[config.mk]
export PLATFORM = sky130hd
export DESIGN_NAME = fir_decimator
export DESIGN_NICKNAME = d
export VERILOG_FILES = /design/src/rtl/fir_decimator.sv
export SDC_FILE = /design/constraint.sdc
export NUM_CORES = 1
export LEC_CHECK = 0
export CAP_MARGIN = 20
export CORE_MARGIN = 2
export CORE_UTILIZATION = 42
export CTS_CLUSTER_SIZE = 20
export DETAILED_ROUTE_END_ITERATION = 8
export GPL_TIMING_DRIVEN = 0
export PLACE_DENSITY = 0.65
export SYNTH_ARGS = -nofsm -noshare
export SYNTH_HDL_FRONTEND = slang
export SYNTH_SLANG_ARGS = --single-unit
export TNS_END_PERCENT = 50
[constraint.sdc]
create_clock -name clk -period 3.6 [get_ports clk]
set_input_delay 1.08 -clock clk [delete_from_list [all_inputs] [get_ports clk]]
set_output_delay 1.08 -clock clk [all_outputs]
set_load 0.02 [all_outputs]
[src/rtl/fir_decimator.sv]
// fir_decimator: block-average decimator with round-half-up and a 2-entry
// output buffer.
//
// Each block of N = 2^DECIM_LOG2 valid input samples is summed and divided
// by N with rounding. The result goes into a 2-deep FIFO that drains through
// a valid/ready port. The input side never stalls: if the buffer is full and
// nothing pops in the same cycle, the result is dropped and a sticky
// overflow flag is raised.
//
// Handshake: a word transfers on a rising clk edge where dout_valid and
// dout_ready are both 1. dout holds its value while dout_valid && !dout_ready.
// din has no ready signal; din_valid alone qualifies a sample.
//
// Ports
//   clk         rising-edge clock
//   rst         synchronous active-high reset
//   din         unsigned input sample (W bits)
//   din_valid   din carries a sample this cycle
//   dout        decimated sample at buffer head (registered)
//   dout_valid  dout holds a valid sample (registered)
//   dout_ready  consumer takes dout this cycle
//   overflow    sticky: a result was dropped on a full buffer
//   phase       samples accumulated in the current block, 0..N-1
module fir_decimator #(
  parameter int DECIM_LOG2 = 2,
  parameter int W          = 16
) (
  input  logic                                       clk,
  input  logic                                       rst,
  input  logic [W-1:0]                               din,
  input  logic                                       din_valid,
  output logic [W-1:0]                               dout,
  output logic                                       dout_valid,
  input  logic                                       dout_ready,
  output logic                                       overflow,
  output logic [((DECIM_LOG2 > 0) ? DECIM_LOG2 : 1)-1:0] phase
);

  localparam int N  = 1 << DECIM_LOG2;
  localparam int AW = W + DECIM_LOG2;
  localparam int PW = (DECIM_LOG2 > 0) ? DECIM_LOG2 : 1;

  localparam logic [PW-1:0] LAST_PHASE = PW'(N - 1);
  // N/2 rounding term; zero when N=1, so the result is din unchanged.
  localparam logic [AW-1:0] ROUND_TERM = AW'(N / 2);

  logic [AW-1:0] acc;
  logic [AW-1:0] sum;
  logic [W-1:0]  result;
  logic          close;
  logic          pop;

  // Buffer is split into a head register (drives dout) and one tail slot.
  logic [W-1:0]  tail;
  logic          tail_valid;

  // The block total plus rounding term cannot exceed N*2^W - 1, so AW bits
  // never wrap and the shifted result always fits in W bits.
  always_comb begin
    close  = din_valid && (phase == LAST_PHASE);
    sum    = acc + AW'(din) + ROUND_TERM;
    result = W'(sum >> DECIM_LOG2);
    pop    = dout_valid && dout_ready;
  end

  always_ff @(posedge clk) begin
    if (rst) begin
      acc        <= '0;
      phase      <= '0;
      dout       <= '0;
      dout_valid <= 1'b0;
      tail       <= '0;
      tail_valid <= 1'b0;
      overflow   <= 1'b0;
    end else begin
      // Accumulator and block phase
      if (close) begin
        acc   <= '0;
        phase <= '0;
      end else if (din_valid) begin
        acc   <= acc + AW'(din);
        phase <= phase + 1'b1;
      end

      // Output buffer
      if (pop) begin
        if (tail_valid) begin
          dout <= tail;
          if (close) begin
            tail <= result;
          end else begin
            tail_valid <= 1'b0;
          end
        end else if (close) begin
          dout <= result;
        end else begin
          dout_valid <= 1'b0;
        end
      end else if (close) begin
        if (!dout_valid) begin
          dout       <= result;
          dout_valid <= 1'b1;
        end else if (!tail_valid) begin
          tail       <= result;
          tail_valid <= 1'b1;
        end else begin
          overflow <= 1'b1;
        end
      end
    end
  end

endmodule

# --- After elaboration in Yosys (flattened, before gate mapping) ---
# Cells that the tools add are included.
word_totals:
  register_bits: 55
  latch_bits: 0
  mem_bits_rw: 0
  rom_bits: 0
  input_bits: 20
  out_inout_bits: 20
  wordCells: 48
  mem_count: 0
op_classes:
  add_sub_neg: 3
  n_mul: 0
  n_div: 0
  n_lt_le_gt_ge: 0
  n_eq_ne: 7
  n_shift: 0
  n_mux: 19
  n_bitwise: 1
  reduce_logical: 11
ops:
  columns: ["cell", "count"]
  rows:
  - ["2-to-1 mux 16 bit", 10]
  - ["adder 18 x 16 -> 18 bit", 1]
  - ["adder 18 x 2 -> 18 bit, second input constant", 1]
  - ["2-to-1 mux 1 bit", 9]
  - ["inequality test 2 bit, second input constant", 4]
  - ["AND reduction 3 bit", 2]
  - ["nonzero test 2 bit", 3]
  - ["AND reduction 5 bit", 1]
  - ["inequality test 2 x 1 -> 1 bit, second input constant", 2]
  - ["AND reduction 4 bit", 1]
  - ["adder 2 x 1 -> 2 bit, second input constant", 1]
  - ["equality test 2 bit, second input constant", 1]
  - ["logical AND 1 bit", 2]
  - ["AND reduction 2 bit", 1]
  - ["OR reduction 2 bit", 1]
  - ["NOT 1 bit", 1]

# --- Depth between registers and ports, before layout ---
logic_depth:
  depth_word: 6
  mapped_depth: 12
  ltp_nobuf: 12

# --- Worst setup path after synthesis ---
# OpenSTA, ideal clock, no wires.
synth_path:
  path_type: "in2reg"
  from: "in din[0]"
  to: "reg dout[9]"
  setup_time_ps: 71
  arrival_ps: 3615
  required_time_ps: 3529
  slack_ps: -86
  stages: 12
  path_buffers: 0
  path_cell_list: "ha_1 -> fa_1 -> xor2_1 -> ha_1 -> o21a_1 -> o2111a_1 -> and3_1 -> and4_1 -> nand2_2 -> xor2_1 -> a211o_1 -> a21oi_1"
synth_between:
  elab_chain_len: 5
  word_cells_on_any_way: 7
  classes_between: "add/sub (2); mux (5)"
synth_lines:
  columns: ["item", "line", "source"]
  rows:
  - ["start, declared", "30", "input logic [W-1:0] din,"]
  - ["adder 18 x 16 -> 18 bit (*)", "61", "sum = acc + AW'(din) + ROUND_TERM;"]
  - ["adder 18 x 2 -> 18 bit (*)", "61", null]
  - ["2-to-1 mux 16 bit, on equally long branches", "100, 94", null]
  - ["2-to-1 mux 16 bit, on equally long branches", "99, 87", null]
  - ["2-to-1 mux 16 bit (*)", "86", "if (pop) begin"]
  - ["end signal, assigned", "88", "dout <= tail;"]
  - ["end signal, assigned", "95", "dout <= result;"]
  - ["end signal, assigned", "101", "dout <= result;"]
  - ["end, declared", "32", "output logic [W-1:0] dout,"]
# Mark *: on every way between the ends. The rest lies on a longest branch, timed or not. The select of a mux whose other input is x is not followed.
# A chain may end at the register's enable or synchronous reset.

# --- Worst setup path after layout ---
layout_path:
  from: "in din[0]"
  to: "reg dout[15]"
# Same word-level chain as after synthesis.

==> summary.md <==
| Metric | Value |
|---|---|
| Clk pin slew, worst setup/hold paths | `0.11 ns` |
| Sequential power share | `31.7%` |
| GPL Wtd Cong | `0.850` |
| Buf/Inv on CP | `2` |
| YS warnings | `0` |
| Critical path's largest stage delay | `0.39 ns` |
| Worst Path Max Fanout | `4` |
| Clock share of power | `17.1%` |
| Clock sink count | `55` |
| Area contributors post-synth | `dfxtp_1 32%, nor2_1 7.6%, ha_1 7.0%, mux2i_1 5.6%, a211oi_1 4.8%` |
| Ys flop type | `dfxtp_1` |
| Slew headroom | `43.2%` |
| Pwr Total | `2.14 mW` |
| Final global-route overflow total | `0` |
| Vias in the first global route | `2887` |
| Largest net degree at the start of global routing | `19` |
| Seq/Total Area, Yosys | `32.3%` |
| FMAX | `0.279 GHz` |
| Clock Skew | `0.00783 ns` |
| Total track usage | `19.6%` |
| Final ANT Viol Nets | `0` |
| Wire length per cell | `15.2 µm` |
| Vias per std cell | `5.52` |
| Yosys top cell by area | `dfxtp_1` |
| Crit. End Element | `flop` |
| Cell-internal power | `1.31 mW` |
| Min-delay worst type | `flop to flop` |
| Die area | `0.00885 mm²` |
| Lkg Pwr | `1.85 nW` |
| Arr. time, crit path | `3.79 ns` |
| Commonest cells after routing, fill and taps aside | `68 x nor2_1, 55 x dfxtp_1, 33 x buf_4` |
| Core area | `0.00781 mm²` |
| Post-synth top area share | `32.3%` |
| Dpl hpwl | `5970 µm` |
| Final WS setup | `0.0139 ns` |
| Final min period | `3.59 ns` |
| Worst Hold End | `dout[9]` |
| Post-synthesis register bit count | `55` |
| Most common cell after layout, fill and taps aside | `nor2_1` |
| Initial antenna violation count | `0` |
| Post-synth EDFFs | `0` |
| Mapped Avg Cell Area | `8.65 µm²` |
| Reg2reg path depth | `12` |
| RSZ-0062 raised after global routing | `true` |
| Clock buffer depth | `2` |
| H-tree depth | `2` |
| Die Wd | `94.1 µm` |
| Top cell family by delay on the critical path | `simple AND/OR/NAND/NOR gates` |
| Worst R2R Setup Slack | `0.49 ns` |
| Dpl ws | `-0.688 ns` |
| Combinational power share | `51.2%` |
| Port-buffer cells | `39` |
| # nets final | `514` |
| Mapped Area | `0.00341 mm²` |
| Worst Hold Launch | `dout[9]` |
| Max Cap Viol | `0` |
| DR pass1 iterations | `4` |
| First-pass GRT wire length | `14000 µm` |
| Finish-stage setup viols | `0` |
| Syn_nets | `434` |
| Cell area power density | `453 mW/mm²` |
| Hold bufs inserted after CTS | `0` |
| Site Rows | `32` |
| Final design utilization | `60.4%` |
| Sw Ratio | `38.6%` |
| Ys async rst share | `0%` |
| Initial core utilization | `43.7%` |
| CP max stage cell | `fa_2` |
| CP Cell Sequence | `buf_6 -> ha_4 -> fa_2 -> a21o_1 -> a221oi_4 -> or3_4 -> nand3b_1 -> xor2_2 -> nand3b_4 -> buf_12 -> nor4_4 -> xor2_1 -> a211oi_2` |
| Share of post-route cells with drive strength above 1 | `22.5%` |
| R2R Path Start | `acc[0]` |
| DRT iter0 DRCs | `112` |
| Max-slew violations | `0` |
| Switching power | `826 µW` |
| Synthesis-to-finish area growth | `38.3%` |
| # diodes | `0` |
| DIE HEIGHT | `94.1 µm` |
| Worst EP required | `3.80 ns` |
| Status | `finished, final reports clean` |
| Final period utilization | `99.6%` |
| Tightest Pin Transition | `0.853 ns` |
| Worst Setup Start Kind | `primary input` |
| Hold Violations, Final | `0` |
| Routed wire length | `8790 µm` |
| Setup CP Type | `primary input to flop` |
| Gate Count Post-Synth | `394` |
| Reg2Reg Capture Point | `dout[15]` |
| I/O pins | `40` |
| CTS tree | `done` |
| Number of remaining DRC errors | `0` |
| Root buffer cell | `clkbuf_8` |
| Via count of the routed design | `3185` |
| Post-synth cell types | `66` |
| CTS Buf Count | `5` |
| Min-Delay Path Depth | `2` |
| Peak VDD IR | `0.277 mV` |
| Worst-Skew Late Latency | `0.32 ns` |
synthesized netlist by cell type, types with 2 or more instances:
library cell and n:
and3_1 4, xnor2_1 14, buf_1 2, a21oi_1 28, nand2b_1 3, ha_1 19
or3_1 2, a21o_1 6, inv_1 10, o221ai_1 2, a211o_1 2, nand4_1 3
xor2_1 12, and4_1 3, xnor2_2 2, nor3_1 4, o21ai_1 4, o22ai_1 2
nand3b_1 3, mux2i_1 19, nor2_1 69, o21ai_0 8, nor4_2 2, nand2_1 21
a211oi_1 22, nor3b_1 2, and2_1 4, a221oi_1 2, dfxtp_1 55, a22oi_1 4
a41oi_1 2, a211oi_2 2, nand3_1 8, clkbuf_1 15, o21a_1 3
what timing repair did:
action	in CTS	in global routing
endpoints found under the hold margin	0	0
pin swaps	22	26
endpoints found under the setup margin	17	15
cloned	0	0
setup buffers	12	22
resized for setup	33	45
registers in the layout, summed over array words and instances (netlist names):
signal      flops
phase           2
acc            18
tail_valid      1
tail           16
dout_valid      1
dout           16
overflow        1
metrics by stage:
stage | cell area, µm² | hold WS, ns | TNS, ns | std cells
global route | 4710 | 0.477 | -0.121 | 577
CTS | 4290 | 0.459 | 0 | 555
finish | 4710 | 0.455 | 0 | 577
floorplan | 3440 | 0.443 | 0 | 394
global placement | 3960 | 0.440 | -10.08 | 535
detailed placement | 3960 | 0.445 | -10.93 | 535
per-layer routing:
layer | global-route usage (%) | up-vias | wire length (µm)
met5 | 0 | - | 0
met4 | 4.71 | 0 | 93
met3 | 2.49 | 10 | 258
met2 | 31.8 | 55 | 4150
met1 | 27.7 | 1539 | 4280
li1 | - | 1581 | -
tightest hold or removal path: stages, from the launching register on:
cell	delay, ns
dfxtp_1	0.32
nand2_1	0.05
a21oi_1	0.05
power by group through the flow:
stage                     clock [mW]  sequential (mW)  combinational, mW
after floorplan                    0            0.685              0.562
after global placement             0            0.682              0.715
after detailed placement           0            0.683              0.725
after CTS                      0.372            0.672              0.858
after global routing           0.404            0.683               1.18
final                          0.366            0.677               1.09
final cells by class:
class                           instances  area (µm²)
Buffer                                 19        86.3
Tap cell                              102         128
Clock buffer                            5        68.8
Fill cell                             697        3090
Multi-Input combinational cell        310        2610
Timing Repair Buffer                   73         661
Inverter                               10        37.5
Clock inverter                          3        22.5
Sequential cell                        55        1100
cell families (layout without fill, tap and decap cells):
kind of cell             count (synthesis)  count (layout)  share of synthesized area [%]
flip-flops                              55              55                           32.3
AO/OA/AOI/OAI                          102             102                           21.8
XOR/XNOR                                29              29                           8.11
adder cells (fa/ha/maj)                 20              20                           7.56
buffers and inverters                   29             110                           3.45
multiplexers                            19              19                           5.58
AND/OR/NAND/NOR                        140             140                           21.1
worst max-delay path by stage:
stage                     slack (ns)  depth (start not counted)    from  endpoint
after floorplan                 0.03                         11  din[0]  dout[13]
after global routing           -0.09                         13  din[0]  dout[15]
after detailed placement       -0.69                         11  din[1]  tail[15]
final                           0.01                         13  din[0]  dout[15]
after global placement         -0.68                         11  din[1]  tail[15]
after CTS                      0.005                         12  din[0]  dout[13]
No activity file was read; power rests on OpenSTA's default activity.
